**src/rtl/alarm_interval_timer_if.sv**
```systemverilog
// Timer handshake bundle between the anti-theft FSM (master) and the interval timer (slave).
// Carries the table-programming signals only when TIMER_REPROGRAM_EN is defined.
interface alarm_interval_timer_if;
  logic       startTimer;
  logic [1:0] interval;
  logic       clock1Hz;
  logic       expired;
  logic       busy;
  logic [3:0] remaining;
`ifdef TIMER_REPROGRAM_EN
  logic       progWrite;
  logic [1:0] progSel;
  logic [3:0] progValue;

  modport master (
    output startTimer, interval, progWrite, progSel, progValue,
    input  clock1Hz, expired, busy, remaining
  );
  modport slave (
    input  startTimer, interval, progWrite, progSel, progValue,
    output clock1Hz, expired, busy, remaining
  );
`else
  modport master (
    output startTimer, interval,
    input  clock1Hz, expired, busy, remaining
  );
  modport slave (
    input  startTimer, interval,
    output clock1Hz, expired, busy, remaining
  );
`endif
endinterface

```
**src/rtl/alarm_interval_timer.sv**
```systemverilog
// Interval timer: maps an interval select to a seconds value, counts it down on a 1 Hz tick
// and pulses expired. Define TIMER_REPROGRAM_EN to make the seconds table writable.
module alarm_interval_timer #(
  parameter int unsigned CLK_HZ      = 50_000_000,
  parameter logic [3:0]  T_ARM       = 4'd6,
  parameter logic [3:0]  T_DRIVER    = 4'd8,
  parameter logic [3:0]  T_PASSENGER = 4'd15,
  parameter logic [3:0]  T_ALARM     = 4'd10
) (
  input logic                    i_clock,
  input logic                    i_systemReset,
  alarm_interval_timer_if.slave  io_tmr
);

  localparam int unsigned    PW        = $clog2(CLK_HZ);
  localparam logic [PW-1:0]  PRESC_MAX = PW'(CLK_HZ - 1);

  localparam logic [1:0] S_IDLE   = 2'd0;
  localparam logic [1:0] S_LOAD   = 2'd1;
  localparam logic [1:0] S_COUNT  = 2'd2;
  localparam logic [1:0] S_EXPIRE = 2'd3;

  logic [1:0]    r_state;
  logic [1:0]    r_sel;
  logic [3:0]    r_remaining;
  logic [PW-1:0] r_presc;

  logic [1:0]    w_state_nxt;
  logic [1:0]    w_sel_nxt;
  logic [3:0]    w_remaining_nxt;
  logic [3:0]    w_table_val;
  logic          w_tick;
  logic          w_start;

  assign w_start = io_tmr.startTimer;
  assign w_tick  = (r_presc == PRESC_MAX);

`ifdef TIMER_REPROGRAM_EN
  logic [3:0] r_table [4];

  // LOAD reads the registered entry, so a same-cycle write is not yet visible.
  always_ff @(posedge i_clock or posedge i_systemReset) begin
    if (i_systemReset) begin
      r_table[0] <= T_ARM;
      r_table[1] <= T_DRIVER;
      r_table[2] <= T_PASSENGER;
      r_table[3] <= T_ALARM;
    end else if (io_tmr.progWrite) begin
      r_table[io_tmr.progSel] <= io_tmr.progValue;
    end
  end

  assign w_table_val = r_table[r_sel];
`else
  always_comb begin
    w_table_val = T_ARM;
    unique case (r_sel)
      2'b00:   w_table_val = T_ARM;
      2'b01:   w_table_val = T_DRIVER;
      2'b10:   w_table_val = T_PASSENGER;
      2'b11:   w_table_val = T_ALARM;
      default: w_table_val = T_ARM;
    endcase
  end
`endif

  // A start in any state re-phases the tick so the first second is a full CLK_HZ cycles.
  always_ff @(posedge i_clock or posedge i_systemReset) begin
    if (i_systemReset) begin
      r_presc <= '0;
    end else if (w_start || w_tick) begin
      r_presc <= '0;
    end else begin
      r_presc <= r_presc + PW'(1);
    end
  end

  always_comb begin
    w_state_nxt     = r_state;
    w_sel_nxt       = r_sel;
    w_remaining_nxt = r_remaining;
    unique case (r_state)
      S_IDLE: begin
        w_remaining_nxt = 4'd0;
        if (w_start) begin
          w_state_nxt = S_LOAD;
          w_sel_nxt   = io_tmr.interval;
        end
      end
      S_LOAD: begin
        w_remaining_nxt = w_table_val;
        if (w_start) begin
          w_sel_nxt = io_tmr.interval;
        end else if (w_table_val == 4'd0) begin
          w_state_nxt = S_EXPIRE;
        end else begin
          w_state_nxt = S_COUNT;
        end
      end
      S_COUNT: begin
        if (w_start) begin
          w_state_nxt = S_LOAD;
          w_sel_nxt   = io_tmr.interval;
        end else if (w_tick) begin
          if (r_remaining <= 4'd1) begin
            w_remaining_nxt = 4'd0;
            w_state_nxt     = S_EXPIRE;
          end else begin
            w_remaining_nxt = r_remaining - 4'd1;
          end
        end
      end
      S_EXPIRE: begin
        w_remaining_nxt = 4'd0;
        if (w_start) begin
          w_state_nxt = S_LOAD;
          w_sel_nxt   = io_tmr.interval;
        end else begin
          w_state_nxt = S_IDLE;
        end
      end
      default: begin
        w_state_nxt     = S_IDLE;
        w_remaining_nxt = 4'd0;
      end
    endcase
  end

  always_ff @(posedge i_clock or posedge i_systemReset) begin
    if (i_systemReset) begin
      r_state     <= S_IDLE;
      r_sel       <= 2'b00;
      r_remaining <= 4'd0;
    end else begin
      r_state     <= w_state_nxt;
      r_sel       <= w_sel_nxt;
      r_remaining <= w_remaining_nxt;
    end
  end

  assign io_tmr.clock1Hz  = w_tick;
  assign io_tmr.expired   = (r_state == S_EXPIRE);
  assign io_tmr.busy      = (r_state == S_LOAD) || (r_state == S_COUNT);
  assign io_tmr.remaining = r_remaining;

endmodule

```
**src/flat_wrapper.sv**
```systemverilog
// flat-port wrapper written by rule: the top's interface ports become plain ports
module alarm_interval_timer_flat 
#(
  parameter int unsigned CLK_HZ      = 50_000_000,
  parameter logic [3:0]  T_ARM       = 4'd6,
  parameter logic [3:0]  T_DRIVER    = 4'd8,
  parameter logic [3:0]  T_PASSENGER = 4'd15,
  parameter logic [3:0]  T_ALARM     = 4'd10
)
  (i_clock, i_systemReset, io_tmr_startTimer, io_tmr_interval, io_tmr_clock1Hz, io_tmr_expired, io_tmr_busy, io_tmr_remaining);
  alarm_interval_timer_if io_tmr_i ();
  input logic i_clock;
  input logic i_systemReset;
  input wire logic [$bits(io_tmr_i.startTimer)-1:0] io_tmr_startTimer;
  input wire logic [$bits(io_tmr_i.interval)-1:0] io_tmr_interval;
  output wire logic [$bits(io_tmr_i.clock1Hz)-1:0] io_tmr_clock1Hz;
  output wire logic [$bits(io_tmr_i.expired)-1:0] io_tmr_expired;
  output wire logic [$bits(io_tmr_i.busy)-1:0] io_tmr_busy;
  output wire logic [$bits(io_tmr_i.remaining)-1:0] io_tmr_remaining;
  assign io_tmr_i.startTimer = io_tmr_startTimer;
  assign io_tmr_i.interval = io_tmr_interval;
  assign io_tmr_clock1Hz = io_tmr_i.clock1Hz;
  assign io_tmr_expired = io_tmr_i.expired;
  assign io_tmr_busy = io_tmr_i.busy;
  assign io_tmr_remaining = io_tmr_i.remaining;
  alarm_interval_timer #(.CLK_HZ(CLK_HZ), .T_ARM(T_ARM), .T_DRIVER(T_DRIVER), .T_PASSENGER(T_PASSENGER), .T_ALARM(T_ALARM)) u_core (.i_clock(i_clock), .i_systemReset(i_systemReset), .io_tmr(io_tmr_i));
endmodule
```
**config.mk**
```make
export PLATFORM = sky130hd
export DESIGN_NAME = alarm_interval_timer_flat
export DESIGN_NICKNAME = d
export VERILOG_FILES = /design/src/rtl/alarm_interval_timer_if.sv /design/src/rtl/alarm_interval_timer.sv /design/src/flat_wrapper.sv
export SDC_FILE = /design/constraint.sdc
export NUM_CORES = 1
export LEC_CHECK = 0
export ABC_AREA = 1
export CORE_AREA = 2 2 75 77
export CTS_BUF_LIST = sky130_fd_sc_hd__clkbuf_16
export CTS_CLUSTER_SIZE = 25
export DETAILED_ROUTE_END_ITERATION = 10
export DIE_AREA = 0 0 77 79
export MAX_ROUTING_LAYER = met4
export SLEW_MARGIN = 10
export SYNTH_ARGS = -nofsm -noshare
export SYNTH_HDL_FRONTEND = slang
export SYNTH_SLANG_ARGS = --single-unit
```
**constraint.sdc**
```tcl
create_clock -name i_clock -period 2.05 [get_ports i_clock]
set_input_delay 0.615 -clock i_clock [delete_from_list [all_inputs] [get_ports i_clock]]
set_output_delay 0.615 -clock i_clock [all_outputs]
set_load 0.02 [all_outputs]
```
; ---- Word-level counts from Yosys, hierarchy flattened
; Index checks and enable logic that the tools add are counted.
[word_totals]
regBits = 34
input_bits = 5
out_inout_bits = 7
word_cells = 46
[classes]
addsub = 2
magnitude_cmp = 1
eq_ne = 14
muxes = 16
reduce_logical = 9
[op_table]
columns = operator, count
row1 = $add A26 B1 Y26 const B, 1
row2 = $eq A26 B26 Y1 const B, 1
row3 = $mux W26, 1
row4 = $pmux W4 S4, 1
row5 = $mux W2, 7
row6 = $mux W4, 3
row7 = $pmux W4 S3, 1
row8 = $eq A2 B2 Y1 const B, 4
row9 = $pmux W2 S4, 1
row10 = $ne A2 B2 Y1 const B, 3
row11 = $ne A3 B2 Y1 const B, 2
row12 = $eq A2 B1 Y1 const B, 2
row13 = $le A4 B1 Y1 const B, 1
row14 = $logic_not A2 Y1, 2
row15 = $logic_not A4 Y1, 1
row16 = $ne A2 B1 Y1 const B, 2
row17 = $reduce_and A4 Y1, 1
row18 = $reduce_or A4 Y1, 1
row19 = $sub A4 B1 Y4 const B, 1
row20 = $logic_or A1 B1 Y1, 2
row21 = $mux W1, 2
row22 = $reduce_and A2 Y1, 1
row23 = $reduce_or A2 Y1, 1

; ---- Depth between registers and ports, before layout
[depth]
word_depth = 6
ltp_mapped = 10
depth_no_buf = 10

; ---- Worst setup path before layout
; No wires, ideal clock.
[synth_timing]
path_type = register to output
start = register u_core.r_presc[0]
end = output port io_tmr_clock1Hz
arrival_time_ns = 1.697
t_required_ns = 1.435
slack_ns = -0.262
path_stages_with_launch = 8
path_buffers = 0
cell_sequence = dfrtp_1 ha_1 nand2_1 nor2_4 nand2_1 nor2_4 nand2_1 nor4_1
[synth_between]
elab_chain_cells = 1
[synth_rtl]
columns = element, line
row1 = start: declaration, alarm_interval_timer.sv:26  ; logic [PW-1:0] r_presc;
row2 = start signal: assignment, alarm_interval_timer.sv:74  ; r_presc <= r_presc + PW'(1);
row3 = $eq A26 B26 Y1, alarm_interval_timer.sv:36  ; assign w_tick = (r_presc == PRESC_MAX);
row4 = end: declaration, flat_wrapper.sv:16  ; output wire logic [$bits(io_tmr_i.clock1Hz)-1:0] io_tmr_clock1Hz;
; Every way passes these cells.

; ---- Worst setup path in the final report
[layout_timing]
start = register u_core.r_presc[1]
end = output port io_tmr_clock1Hz
; The elaborated chain is that of the path after synthesis.

==> key figures <==
Status
  • Outcome: finished, violations left
  • Failing checks: setup timing

Detailed routing
  • DRT iter0 DRCs: 115
  • Vias/cell: about 4.8
  • Post-route ant nets: 0
  • DRC: 0
  • WL/cell: ~11 um
  • WL final: around 5 mm
  • Via count: around 2,100
  • DR pass1 iterations: 4

Pwr
  • LEAKAGE: 1.33 nW
  • Total design power: about 2.2 mW
  • VDD IR-drop max: ~0.00062 V
  • PwrDens: about 760 mW/mm2

Final layout
  • Commonest cells after routing, fill and taps aside: nand2_1, nor2_1, buf_4
  • # diodes: 0
  • Synthesis-to-layout area growth: 30.0%
  • Fraction of layout cells with a size suffix above 1: 0.198
  • Most common cell after layout, fill and taps aside: nand2_1
  • NumNets Final: 377
  • Fillers: 532

Flow run
  • Max-cap viol count: 0

Clocking
  • Total clock sinks: 34
  • Reg clk slew, reported paths: 0.05 ns
  • Worst-skew pair later-pin latency: about 0.27 ns
  • Clock buffer depth: 2
  • CTS tree: built
  • H-tree depth: 2
  • CTS Root Cell: clkbuf_16
  • TritonCTS Buffers: 5

Setup path
  • Crit Path Category: reg -> out
  • Startpoint types: register
  • Critical Path Sink Type: output port
  • Crit Path Max Fanout: 2
  • CP required: about 1.4 ns
  • Crit path DAT: around 1.6 ns

Global route
  • First-pass GRT wire length: ~9.0 mm
  • Total congestion overflow: 0
  • Antenna violations before repair: 0
  • Vias in the first global route: between 2,000 and 2,500
  • Largest net degree at the start of global routing: 35
  • Gr usage total: 0.189

Logic synthesis
  • Yosys synthesis warning count: 0
  • Cell variety after synth: 26
  • Sequential-to-total area share from yosys stat: 0.389
  • Syn avg cell area: 7.17 um2
  • Mapped Cells: roughly 310
  • #FFs+latches synth: 34
  • Post-Synthesis Cell Area: 0.00219 mm2
  • Net Count, Synth: about 320

Timing
  • Post-layout min period: approximately 2.2 ns
  • Final setup vio count: 1
  • Fmax: roughly 0.46 GHz
  • Final hold viol count: 0
  • Hold slack: between 0.5 and 0.6 ns
  • Relative slew slack: 0.700
  • Max Slew Vio Count: 0
  • Worst-Margin Slew: between 0.4 and 0.5 ns
  • Final period util: 1.05
  • Final worst slack: -0.110 ns
  • Unrepaired setup endpoints after global routing: yes
  • Clock skew: approximately 0.0038 ns

Place
  • PortBufs: 11
  • Global placement routability congestion: roughly 0.90
  • Hpwl dp: 3.92 mm

Min path
  • HP Class: reg -> reg

Floorplan
  • Starting Density: 0.410
  • Die height: between 70 and 80 um
  • CORE AREA: ~0.0053 mm2
  • Die W: roughly 77 um
  • Row Count: 27
  • DIE AREA: slightly above 0.006 mm2
  • I/O pins: 12
-- flip-flops by register name, indices dropped and copies added, names as in the netlist --
register	flops
u_core.io_tmr.remaining	4
u_core.r_state	2
u_core.r_presc	26
u_core.r_sel	2
-- synth_stat cells --
cell type | n | share of area
nor4_1 | 1 | 0.0029
a31oi_1 | 1 | 0.0029
o21ai_1 | 1 | 0.0023
and2_1 | 1 | 0.0029
a211o_1 | 1 | 0.0040
nor2_4 | 4 | 0.021
nand2_1 | 88 | 0.15
nand2_2 | 3 | 0.0086
o22ai_1 | 1 | 0.0029
nor2_2 | 3 | 0.0086
nor2_1 | 57 | 0.098
nor3b_1 | 3 | 0.010
xnor2_1 | 1 | 0.0040
ha_1 | 8 | 0.046
dfrtp_1 | 34 | 0.39
inv_1 | 36 | 0.062
nand2_4 | 3 | 0.015
nand3_1 | 20 | 0.046
o21ai_0 | 6 | 0.014
nor3_1 | 7 | 0.016
clkbuf_1 | 1 | 0.0017
nor3b_2 | 4 | 0.023
buf_6 | 2 | 0.010
xor2_1 | 7 | 0.028
a21oi_1 | 5 | 0.011
nand4_1 | 7 | 0.020
-- stage by stage --
| stage | utilization | setup slack [ns] | instance area (um2) | TNS, ns | std cells |
|---|---|---|---|---|---|
| floorplan | - | 0.0645 | 2200 | 0 | 305 |
| global placement | 0.507 | -0.333 | 2710 | -0.333 | 429 |
| detailed placement | 0.507 | -0.380 | 2710 | -0.380 | 429 |
| CTS | 0.533 | -0.132 | 2850 | -0.132 | 436 |
| global route | 0.533 | -0.196 | 2850 | -0.196 | 436 |
| finish | 0.533 | -0.110 | 2850 | -0.110 | 436 |
-- worst max-delay path: stages (launching register included) --
cell	delay (ns)
dfrtp_1	0.35
ha_2	0.19
nand2_2	0.08
nor2_4	0.09
nand2_2	0.08
nor2_4	0.11
nand2_2	0.09
nor4_4	0.12
buf_4	0.17
-- per-layer routing --
layer,part of all wire,up-vias,GRT usage,wire [um]
met1,0.44,949,0.220,2230
met4,0.027,0,0.0732,133
li1,-,1081,-,-
met5,0,-,-,0
met3,0.030,16,0.0250,152
met2,0.50,37,0.335,2500
-- power breakdown --
part | switching (mW) | internal [mW]
registers | 0.0501 | 0.732
clock network | 0.257 | 0.434
logic | 0.402 | 0.291
-- kinds of logic after synthesis --
| family | count (synthesis) | share of synthesized area |
|---|---|---|
| XOR/XNOR | 8 | 0.0320 |
| AND/OR/NAND/NOR | 201 | 0.423 |
| adder cells (fa/ha/maj) | 8 | 0.0457 |
| AO/OA/AOI/OAI | 15 | 0.0372 |
| flip-flops | 34 | 0.389 |
| buffers and inverters | 39 | 0.0738 |
-- path summary, 6_finish.rpt --
check | depth (start not counted) | to | slack, ns | start
worst max-delay path | 8 | io_tmr_clock1Hz | -0.11 | u_core.r_presc[1]
worst min-delay path | 2 | u_core.r_presc[24] | 0.54 | u_core.r_presc[24]
worst max register to register | 9 | u_core.r_presc[15] | 0.39 | u_core.r_presc[1]
worst min register to register | 2 | u_core.r_presc[24] | 0.54 | u_core.r_presc[24]
max in group asynchronous | 3 | u_core.r_presc[10] | 1.00 | i_systemReset
min in group asynchronous | 3 | u_core.io_tmr.remaining[3] | 0.74 | i_systemReset
-- layout make-up --
type                       count  area, um2  share of cell area
sequential                    34        851               0.299
clock inverter                 2       7.51             0.00264
tap                           72       90.1              0.0317
inverter                      36        135              0.0475
clock buffer                   5        125              0.0440
multi-input combinational    232       1200               0.422
timing repair buffer          55        435               0.153
-- repair_timing --
item                       CTS  global route
setup buffers                0             0
hold buffers                 0             0
resized for setup           11             0
hold endpoints to repair     0             0
setup endpoints to repair    3             1
cloned                       0             0
No activity file was read; power rests on OpenSTA's default activity.
